===== src/rtl/result_pattern_detector.sv =====
// Watches the ALU zero-flag stream for a programmable Z pattern. Each match gives a
// one-cycle pulse, records the matching X value and bumps a saturating counter.
module result_pattern_detector #(
  parameter int DATA_WIDTH  = 32,
  parameter int MAX_LEN     = 8,
  parameter int COUNT_WIDTH = 16
) (
  input  logic                   clk,
  input  logic                   resetn,
  input  logic                   in_valid,
  input  logic [DATA_WIDTH-1:0]  in_x,
  input  logic                   in_z,
  input  logic                   cfg_load,
  input  logic [MAX_LEN-1:0]     cfg_pattern,
  input  logic [3:0]             cfg_length,
  output logic                   det_pulse,
  output logic [DATA_WIDTH-1:0]  match_x,
  output logic [COUNT_WIDTH-1:0] match_count,
  output logic                   count_sat,
  output logic [1:0]             state
);

  typedef enum logic [1:0] {
    ST_IDLE  = 2'd0,
    ST_FILL  = 2'd1,
    ST_ARMED = 2'd2
  } state_e;

  localparam logic [3:0] MAX_LEN_L = 4'(MAX_LEN);

  state_e                 state_q, state_d;
  logic [MAX_LEN-1:0]     pattern_q, pattern_d;
  logic [3:0]             len_q, len_d;
  logic [MAX_LEN-1:0]     hist_q, hist_d;
  logic [3:0]             fill_q, fill_d;
  logic                   det_q, det_d;
  logic [DATA_WIDTH-1:0]  match_x_q, match_x_d;
  logic [COUNT_WIDTH-1:0] count_q, count_d;
  logic                   sat_q, sat_d;

  logic [MAX_LEN-1:0] len_mask;
  logic [MAX_LEN-1:0] hist_shift;
  logic [3:0]         cfg_len_clamped;
  logic               accept;
  logic               complete;
  logic               is_match;

  always_comb begin
    len_mask = '0;
    for (int i = 0; i < MAX_LEN; i++) begin
      len_mask[i] = (4'(i) < len_q);
    end
  end

  assign hist_shift      = {hist_q[MAX_LEN-2:0], in_z};
  assign cfg_len_clamped = (cfg_length > MAX_LEN_L) ? MAX_LEN_L : cfg_length;
  assign accept          = in_valid && !cfg_load && (state_q != ST_IDLE);
  // A sample is judged only once the history holds len_q valid entries.
  assign complete        = accept && ((state_q == ST_ARMED) ||
                           ((state_q == ST_FILL) && (fill_q == len_q - 4'd1)));
  assign is_match        = complete && (((hist_shift ^ pattern_q) & len_mask) == '0);

  always_comb begin
    state_d   = state_q;
    pattern_d = pattern_q;
    len_d     = len_q;
    hist_d    = hist_q;
    fill_d    = fill_q;
    det_d     = 1'b0;
    match_x_d = match_x_q;
    count_d   = count_q;
    sat_d     = sat_q;

    if (cfg_load) begin
      pattern_d = cfg_pattern;
      len_d     = cfg_len_clamped;
      hist_d    = '0;
      fill_d    = '0;
      match_x_d = '0;
      count_d   = '0;
      sat_d     = 1'b0;
      state_d   = (cfg_len_clamped == 4'd0) ? ST_IDLE : ST_FILL;
    end else if (accept) begin
      hist_d = hist_shift;
      if (state_q == ST_FILL) begin
        fill_d = fill_q + 4'd1;
        if (complete) state_d = ST_ARMED;
      end
      if (is_match) begin
        det_d     = 1'b1;
        match_x_d = in_x;
        if (count_q == '1) sat_d = 1'b1;
        else               count_d = count_q + 1'b1;
      end
    end
  end

  always_ff @(posedge clk or negedge resetn) begin
    if (!resetn) begin
      state_q   <= ST_IDLE;
      pattern_q <= '0;
      len_q     <= '0;
      hist_q    <= '0;
      fill_q    <= '0;
      det_q     <= 1'b0;
      match_x_q <= '0;
      count_q   <= '0;
      sat_q     <= 1'b0;
    end else begin
      state_q   <= state_d;
      pattern_q <= pattern_d;
      len_q     <= len_d;
      hist_q    <= hist_d;
      fill_q    <= fill_d;
      det_q     <= det_d;
      match_x_q <= match_x_d;
      count_q   <= count_d;
      sat_q     <= sat_d;
    end
  end

  assign det_pulse   = det_q;
  assign match_x     = match_x_q;
  assign match_count = count_q;
  assign count_sat   = sat_q;
  assign state       = state_q;

endmodule


===== config.mk =====
export PLATFORM = sky130hd
export DESIGN_NAME = result_pattern_detector
export DESIGN_NICKNAME = d
export VERILOG_FILES = /design/src/rtl/result_pattern_detector.sv
export SDC_FILE = /design/constraint.sdc
export NUM_CORES = 1
export LEC_CHECK = 0
export CAP_MARGIN = 0
export CORE_ASPECT_RATIO = 1.5
export CORE_MARGIN = 2
export CORE_UTILIZATION = 25
export DETAILED_ROUTE_END_ITERATION = 8
export DONT_BUFFER_PORTS = 1
export PLACE_DENSITY = 0.48
export SLEW_MARGIN = 10
export SYNTH_ARGS = -nofsm -noshare
export SYNTH_HDL_FRONTEND = slang
export SYNTH_SLANG_ARGS = --single-unit

===== constraint.sdc =====
create_clock -name clk -period 2.78 [get_ports clk]
set_clock_uncertainty 0.05 [all_clocks]
set_input_delay 0.556 -clock clk [delete_from_list [all_inputs] [get_ports clk]]
set_output_delay 0.556 -clock clk [all_outputs]
set_load 0.05 [all_outputs]

==> results of run 1 <==
==> power groups by stage <==
stage | Combinational (mW) | Clock (mW) | Sequential [mW]
CTS | 0.167 | 1.20 | 1.18
global placement | 0.138 | 0 | 1.20
global route | 0.193 | 1.25 | 1.18
finish | 0.172 | 1.16 | 1.18
detailed placement | 0.139 | 0 | 1.20
floorplan | 0.120 | 0 | 1.19
==> cell usage after synthesis (all sizes together) <==
library cell  count  area share (%)
or4              11             2.3
xor2              9             2.2
nor2b             2            0.35
o31ai            11             2.3
nand2             6            0.63
and3              4            0.70
nor2             16             1.7
nor4              2            0.35
ha                6             2.1
nand3            42             5.9
a211o             1            0.25
or3               2            0.35
dfrtp            75              53
nor3b             2            0.42
nand3b            5             1.1
a2111oi           2             1.0
xnor2             5             1.2
o22ai             2            0.35
xnor3             1            0.63
o211ai            1            0.35
nand4             3            0.53
and2              1            0.18
clkbuf           13             1.4
o21a              2            0.42
nor3              3            0.42
buf               9             1.5
o21ai            40             5.7
and4              1            0.25
o41ai             1            0.25
mux2              9             2.9
a311oi            1            0.25
a21oi            18             2.5
mux2i             7             2.0
inv              40             4.2
o311ai            1            0.25
clkinv            1            0.11
==> layout make-up <==
cell class / count / area (µm²)
clock inverters: 6 / 66.3
multi-input cells: 218 / 1450
fillers: 1468 / 9740
clock buffers: 10 / 229
repair buffers: 24 / 200
flip-flops and latches: 75 / 1880
inverters: 41 / 154
well taps: 165 / 206
==> metal layers <==
| metal | part of all wire, % | routed length, µm | up-vias | global-route usage, % |
|---|---|---|---|---|
| met5 | 0 | 0 | - | 0 |
| met4 | 1.7 | 144 | 0 | 4.93 |
| met1 | 40 | 3490 | 1245 | 13.5 |
| met2 | 54 | 4680 | 60 | 19.8 |
| met3 | 3.9 | 335 | 7 | 2.76 |
| li1 | - | - | 1271 | - |
==> state kept, by name, summed over array words and instances, names as in the netlist <==
register / cells
match_x: 32
match_count: 16
pattern_q: 8
hist_q: 7
fill_q: 4
len_q: 4
state: 2
count_sat: 1
det_pulse: 1
==> worst paths after layout <==
kind	from	to	cells past startpoint
worst min-delay path	resetn	match_count[14]$_DFFE_PN0P_	1
max in group asynchronous	resetn	match_x[29]$_DFFE_PN0P_	1
worst min register to register	pattern_q[2]$_DFFE_PN0P_	pattern_q[2]$_DFFE_PN0P_	1
worst max-delay path	len_q[0]$_DFFE_PN0P_	match_count[14]$_DFFE_PN0P_	10
min in group clk	cfg_load	hist_q[2]$_DFFE_PN0P_	1
worst max register to register	len_q[0]$_DFFE_PN0P_	match_count[14]$_DFFE_PN0P_	10
==> cell families (layout without fill, tap and decap cells) <==
group | Yosys count | count (layout)
simple gates | 100 | 100
compound gates | 80 | 81
flops | 75 | 75
buf+inv | 63 | 81
mux | 16 | 16
xor+xnor | 15 | 15
fa+ha+maj | 6 | 6
==> through the flow <==
step	util [%]	std cells	total power [mW]	area, µm²
floorplan	-	355	1.31	3550
global placement	27.5	520	1.33	3830
detailed placement	27.5	520	1.34	3830
CTS	29.8	537	2.54	4150
global route	30.1	539	2.62	4190
finish	30.1	539	2.51	4190
==> what timing repair did <==
action,in CTS,in global routing
endpoints found under the hold margin,75,0
buffers inserted,0,1
hold buffers,1,0
setup endpoints to repair,0,10
resized for setup,0,4
==> key figures, run 1 <==
Power
  • Sw frac: 24.8%
  • Clk pwr share: 46.3%
  • PD cells: 599 mW/mm²
  • Sequential power share: 46.9%
  • NetSw: 0.623 mW
  • Comb pwr share: 6.9%
  • Internal Power: 1.89 mW
  • Peak VDD IR: 269 µV
  • LEAKAGE: 1.91 nW

Die
  • Row Count: 53
  • Die Height: 150 µm
  • Io pins: 101
  • Core Area: 0.0139 mm²
  • Initial Utilization: 25.5%
  • Die width: 101 µm
  • Area of the die: 0.0152 mm²

CTS
  • Clock transition at the registers of the reported paths: 60 ps
  • # clock sinks: 75
  • Root Driver: clkbuf_16
  • Worst-skew pair later-pin latency: 330 ps
  • H-tree Lvls: 3
  • CTS Buf Count: 9
  • CTS tree: yes
  • CTS Buffer Depth: 2

Setup path
  • Crit-path cells: inv_1, ha_1, xnor3_1, nand4_1, o21ai_2, o211ai_4, buf_4, inv_1, a21oi_1, a311oi_1
  • Crit Path Category: flip-flop to flip-flop
  • Worst path arrival time: 2750 ps
  • CP max FO: 22
  • Slowest CP cell: dfrtp_1
  • Critical path endpoint category: flip-flop
  • Buf/Inv on CP: 3
  • Data required, critical path: 2970 ps
  • Crit path top cell by count: inv_1
  • Crit path max-delay family: compound AO/OA/AOI/OAI gates
  • R2r setup slk: 220 ps
  • Startpoint Class: flip-flop
  • CP peak stage delay: 430 ps

Synth
  • Syn Std Cell Area: 0.00355 mm²
  • Post-synthesis compound-gate area fraction: 13.7%
  • Synth Area in XOR/XNOR: 4.09%
  • Mux share of post-synthesis cell area: 4.83%
  • Post-synthesis simple-gate area fraction: 15.2%
  • Yosys cell types: 40
  • Syn avg cell area: 10.0 µm²
  • Post-Synth Adder-Cell Area: 2.11%
  • Largest family of logic cells by synthesized area: simple AND/OR/NAND/NOR gates
  • Synthesized net count: 410
  • Register bit total from synthesis: 75
  • Post-synthesis sequential area ratio: 52.8%
  • Synth Instances: 355
  • Synth Warn #: 0

STA
  • Final worst path period need: 2560 ps
  • Slew HR: 44.8%
  • Max-slew violation count: 0
  • # setup viols final: 0
  • Setup WS post-layout: 216 ps
  • Final period util: 92.2%
  • Least-Margin Pin Slew: 828 ps
  • RSZ-0062 raised after global routing: false
  • Fin Setup TNS: 0 ps
  • Final hold vios: 0
  • FMAX: 390 MHz
  • Hold Slack: 55.2 ps

Route
  • DRC viols: 0
  • Post-DRT Antenna Nets: 0
  • Drt wl/cell: 16.0 µm
  • Vias: 2,583
  • TritonRoute pass-1 iters: 4
  • Vias/cell: 4.79
  • Routed wire length: 8650 µm
  • Initial DRC count: 124

Global routing
  • Largest net degree at the start of global routing: 76
  • GRT overflow: 0
  • Initial antenna violation count: 0
  • Vias in the first global route: 2,654
  • Overall Global Routing Usage: 11.5%
  • First-pass GRT wire length: 13,500 µm

Min path
  • Class of the worst hold path: input pin to async pin

Run
  • Max-cap viol count: 0

Layout
  • Antenna cell count: 0
  • P&R area growth vs syn: 17.9%
  • Nets: 424
  • Commonest non-fill, non-tap cell in the layout: dfrtp_1
  • Most frequent cells in the layout: 75 x dfrtp_1, 42 x nand3_1, 40 x inv_1, 38 x o21ai_0, 23 x buf_4
  • Layout cells sized above 1: 14.4%

Run status
  • Outcome: finished, final reports clean

Place
  • Final GP Congestion: 0.751
  • Place WS: 125 ps
  • Port bufs: 0
  • Detailed Place HPWL: 5870 µm
No activity file was read; power rests on OpenSTA's default activity.
==> run 2: changes to the inputs <==
--- a/config.mk
+++ b/config.mk
@@ -5,12 +5,14 @@
 export SDC_FILE = /design/constraint.sdc
 export NUM_CORES = 1
 export LEC_CHECK = 0
+export ABC_CLOCK_PERIOD_IN_PS = 2780
 export CAP_MARGIN = 0
 export CORE_ASPECT_RATIO = 1.5
 export CORE_MARGIN = 2
 export CORE_UTILIZATION = 25
 export DETAILED_ROUTE_END_ITERATION = 8
 export DONT_BUFFER_PORTS = 1
+export MAX_ROUTING_LAYER = met4
 export PLACE_DENSITY = 0.48
 export SLEW_MARGIN = 10
 export SYNTH_ARGS = -nofsm -noshare
==> run 2 against run 1 <==
  * Cell count stayed put
  * Routed wire length shrank 0.20%
  * Sequential share of layout area unchanged
  * Clock power hardly changed
  * Sequential power is essentially flat
  * Sequential cell count is the same
  * Setup slack improved by 35 ps
  * Critical path depth unchanged
  * Clock-buffer cell count unchanged
  * Critical path type unchanged
==> key figures, run 2 (synthesis gave the netlist of run 1 again) <==
Layout
  • Layout cells sized above 1: 14.4% (unchanged)
  • Area of the multi-input gates: 0.00145 mm² (unchanged)
  • P&R area growth vs syn: 17.9% (unchanged)
  • Nets: 424 (unchanged)
  • Fillers: 1,468 (unchanged)
  • Reg area: 0.00188 mm² (unchanged)
  • Most frequent cells in the layout: 75 x dfrtp_1, 42 x nand3_1, 40 x inv_1, 38 x o21ai_0, 23 x buf_4 (unchanged)
  • Antenna cell count: 0 (unchanged)
  • Commonest non-fill, non-tap cell in the layout: dfrtp_1 (unchanged)
  • Largest register FFs: 32 (unchanged)

Route
  • Drt wl/cell: 16.0 µm (about the same)
  • DRC viols: 0 (unchanged)
  • Vias: 2,580 (was 2,583)
  • TritonRoute pass-1 iters: 4 (unchanged)
  • Initial DRC count: 153 (was 124)
  • Routed wire length: 8630 µm (was 8650 µm)
  • Vias/cell: 4.79 (about the same)
  • Post-DRT Antenna Nets: 0 (unchanged)

Global routing
  • GRT overflow: 0 (unchanged)
  • Initial antenna violation count: 0 (unchanged)
  • First-pass GRT wire length: 13,500 µm (about the same)
  • Overall Global Routing Usage: 11.8% (was 11.5%)
  • Largest net degree at the start of global routing: 76 (unchanged)
  • Vias in the first global route: 2,646 (was 2,654)

Die
  • Die Height: 150 µm (unchanged)
  • Row Count: 53 (unchanged)
  • Core Area: 0.0139 mm² (unchanged)
  • Io pins: 101 (unchanged)
  • Area of the die: 0.0152 mm² (unchanged)
  • Die width: 101 µm (unchanged)
  • Initial Utilization: 25.5% (unchanged)

STA
  • Final hold vios: 0 (unchanged)
  • Final worst path period need: 2530 ps (was 2560 ps)
  • Max-slew violation count: 0 (unchanged)
  • # setup viols final: 0 (unchanged)
  • Least-Margin Pin Slew: 827 ps (was 828 ps)
  • Setup WS post-layout: 251 ps (was 216 ps)
  • Slew HR: 44.9% (was 44.8%)
  • FMAX: 395 MHz (was 390 MHz)
  • Fin Setup TNS: 0 ps (unchanged)
  • Final period util: 91.0% (was 92.2%)
  • Hold Slack: 59.6 ps (was 55.2 ps)
  • RSZ-0062 raised after global routing: false (unchanged)

Setup path
  • Crit Path Category: flip-flop to flip-flop (unchanged)
  • CP peak stage delay: 430 ps (about the same)
  • Crit-path cells: inv_1, ha_1, xnor3_1, nand4_1, o21ai_2, o211ai_4, buf_4, inv_1, a21oi_1, a311oi_1 (unchanged)
  • Data required, critical path: 2970 ps (about the same)
  • Worst path arrival time: 2720 ps (was 2750 ps)
  • Crit path max-delay family: compound AO/OA/AOI/OAI gates (unchanged)
  • Startpoint Class: flip-flop (unchanged)
  • Crit path top cell by count: inv_1 (unchanged)
  • Critical path endpoint category: flip-flop (unchanged)
  • R2r startpoint: len_q[0]$_DFFE_PN0P_ (unchanged)
  • CP max FO: 22 (unchanged)
  • CP startpoint: len_q[0]$_DFFE_PN0P_ (unchanged)
  • Slowest CP cell: dfrtp_1 (unchanged)
  • Buf/Inv on CP: 3 (unchanged)

CTS
  • CTS tree: yes (unchanged)
  • Root Driver: clkbuf_16 (unchanged)
  • H-tree Lvls: 3 (unchanged)
  • Worst-skew pair later-pin latency: 330 ps (about the same)
  • # clock sinks: 75 (unchanged)
  • CTS Buffer Depth: 2 (unchanged)
  • Clock transition at the registers of the reported paths: 60 ps (about the same)
  • CTS Buf Count: 9 (unchanged)

Power
  • Peak VDD IR: 272 µV (was 269 µV)
  • PD cells: 599 mW/mm² (about the same)
  • LEAKAGE: 1.91 nW (unchanged)

Place
  • Detailed Place HPWL: 5870 µm (unchanged)
  • Place WS: 125 ps (unchanged)
  • Final GP Congestion: 0.761 (was 0.751)
  • Port bufs: 0 (unchanged)

Run status
  • Outcome: finished, final reports clean (unchanged)

Run
  • Max-cap viol count: 0 (unchanged)

Min path
  • Class of the worst hold path: input pin to async pin (unchanged)
run 2: path summary, 6_finish.rpt:
| check | endpoint | slack, ps | cells past startpoint |
|---|---|---|---|
| worst max-delay path | match_count[14]$_DFFE_PN0P_ | 250 | 10 |
| worst min-delay path | match_count[14]$_DFFE_PN0P_ | 60 | 1 |
| worst max register to register | match_count[14]$_DFFE_PN0P_ | 250 | 10 |
| worst min register to register | pattern_q[7]$_DFFE_PN0P_ | 490 | 1 |
| max in group asynchronous | match_x[29]$_DFFE_PN0P_ | 2310 | 1 |
| min in group clk | hist_q[2]$_DFFE_PN0P_ | 240 | 1 |
run 2: through the flow:
| stage | utilization, % | std cells | instance area [µm²] | total power [mW] |
|---|---|---|---|---|
| final | 30.1 | 539 | 4190 | 2.51 |
| after global routing | 30.1 | 539 | 4190 | 2.62 |
| after CTS | 29.8 | 537 | 4150 | 2.54 |
| after detailed placement | 27.5 | 520 | 3830 | 1.34 |
| after global placement | 27.5 | 520 | 3830 | 1.33 |
| after floorplan | - | 355 | 3550 | 1.31 |
run 2: per-layer routing:
| layer | vias to the layer above | global-route usage (%) | share of wire [%] |
|---|---|---|---|
| li1 | 1268 | - | - |
| met3 | 8 | 2.62 | 3.8 |
| met1 | 1245 | 13.4 | 40 |
| met4 | 0 | 4.93 | 1.7 |
| met5 | - | - | 0 |
| met2 | 59 | 20.0 | 55 |
run 2: worst reg2reg max path: stages, from the launching register on:
cell      delay (ps)
dfrtp_1          430
inv_1            100
ha_1             240
xnor3_1          280
nand4_1          110
o21ai_2          290
o211ai_4         210
buf_4            260
inv_1            140
a21oi_1           90
a311oi_1         250
run 2: cell type report:
cell class / count / share of cell area, %
clock buffer: 10 / 5.47
clock inverter: 6 / 1.58
inverter: 41 / 3.68
multi-input combinational: 218 / 34.7
sequential: 75 / 44.8
tap: 165 / 4.93
timing repair buffer: 24 / 4.78
run 2: where the power goes:
part,internal (mW),switching (mW)
Clock,0.695,0.466
Sequential,1.12,0.0554
Combinational,0.0701,0.101
Total,1.89,0.623
run 2: what timing repair did:
action | in CTS | in global routing
setup buffers | 0 | 1
hold endpoints to repair | 75 | 0
endpoints found under the setup margin | 0 | 10
hold buffers | 1 | 0
resized for setup | 0 | 4
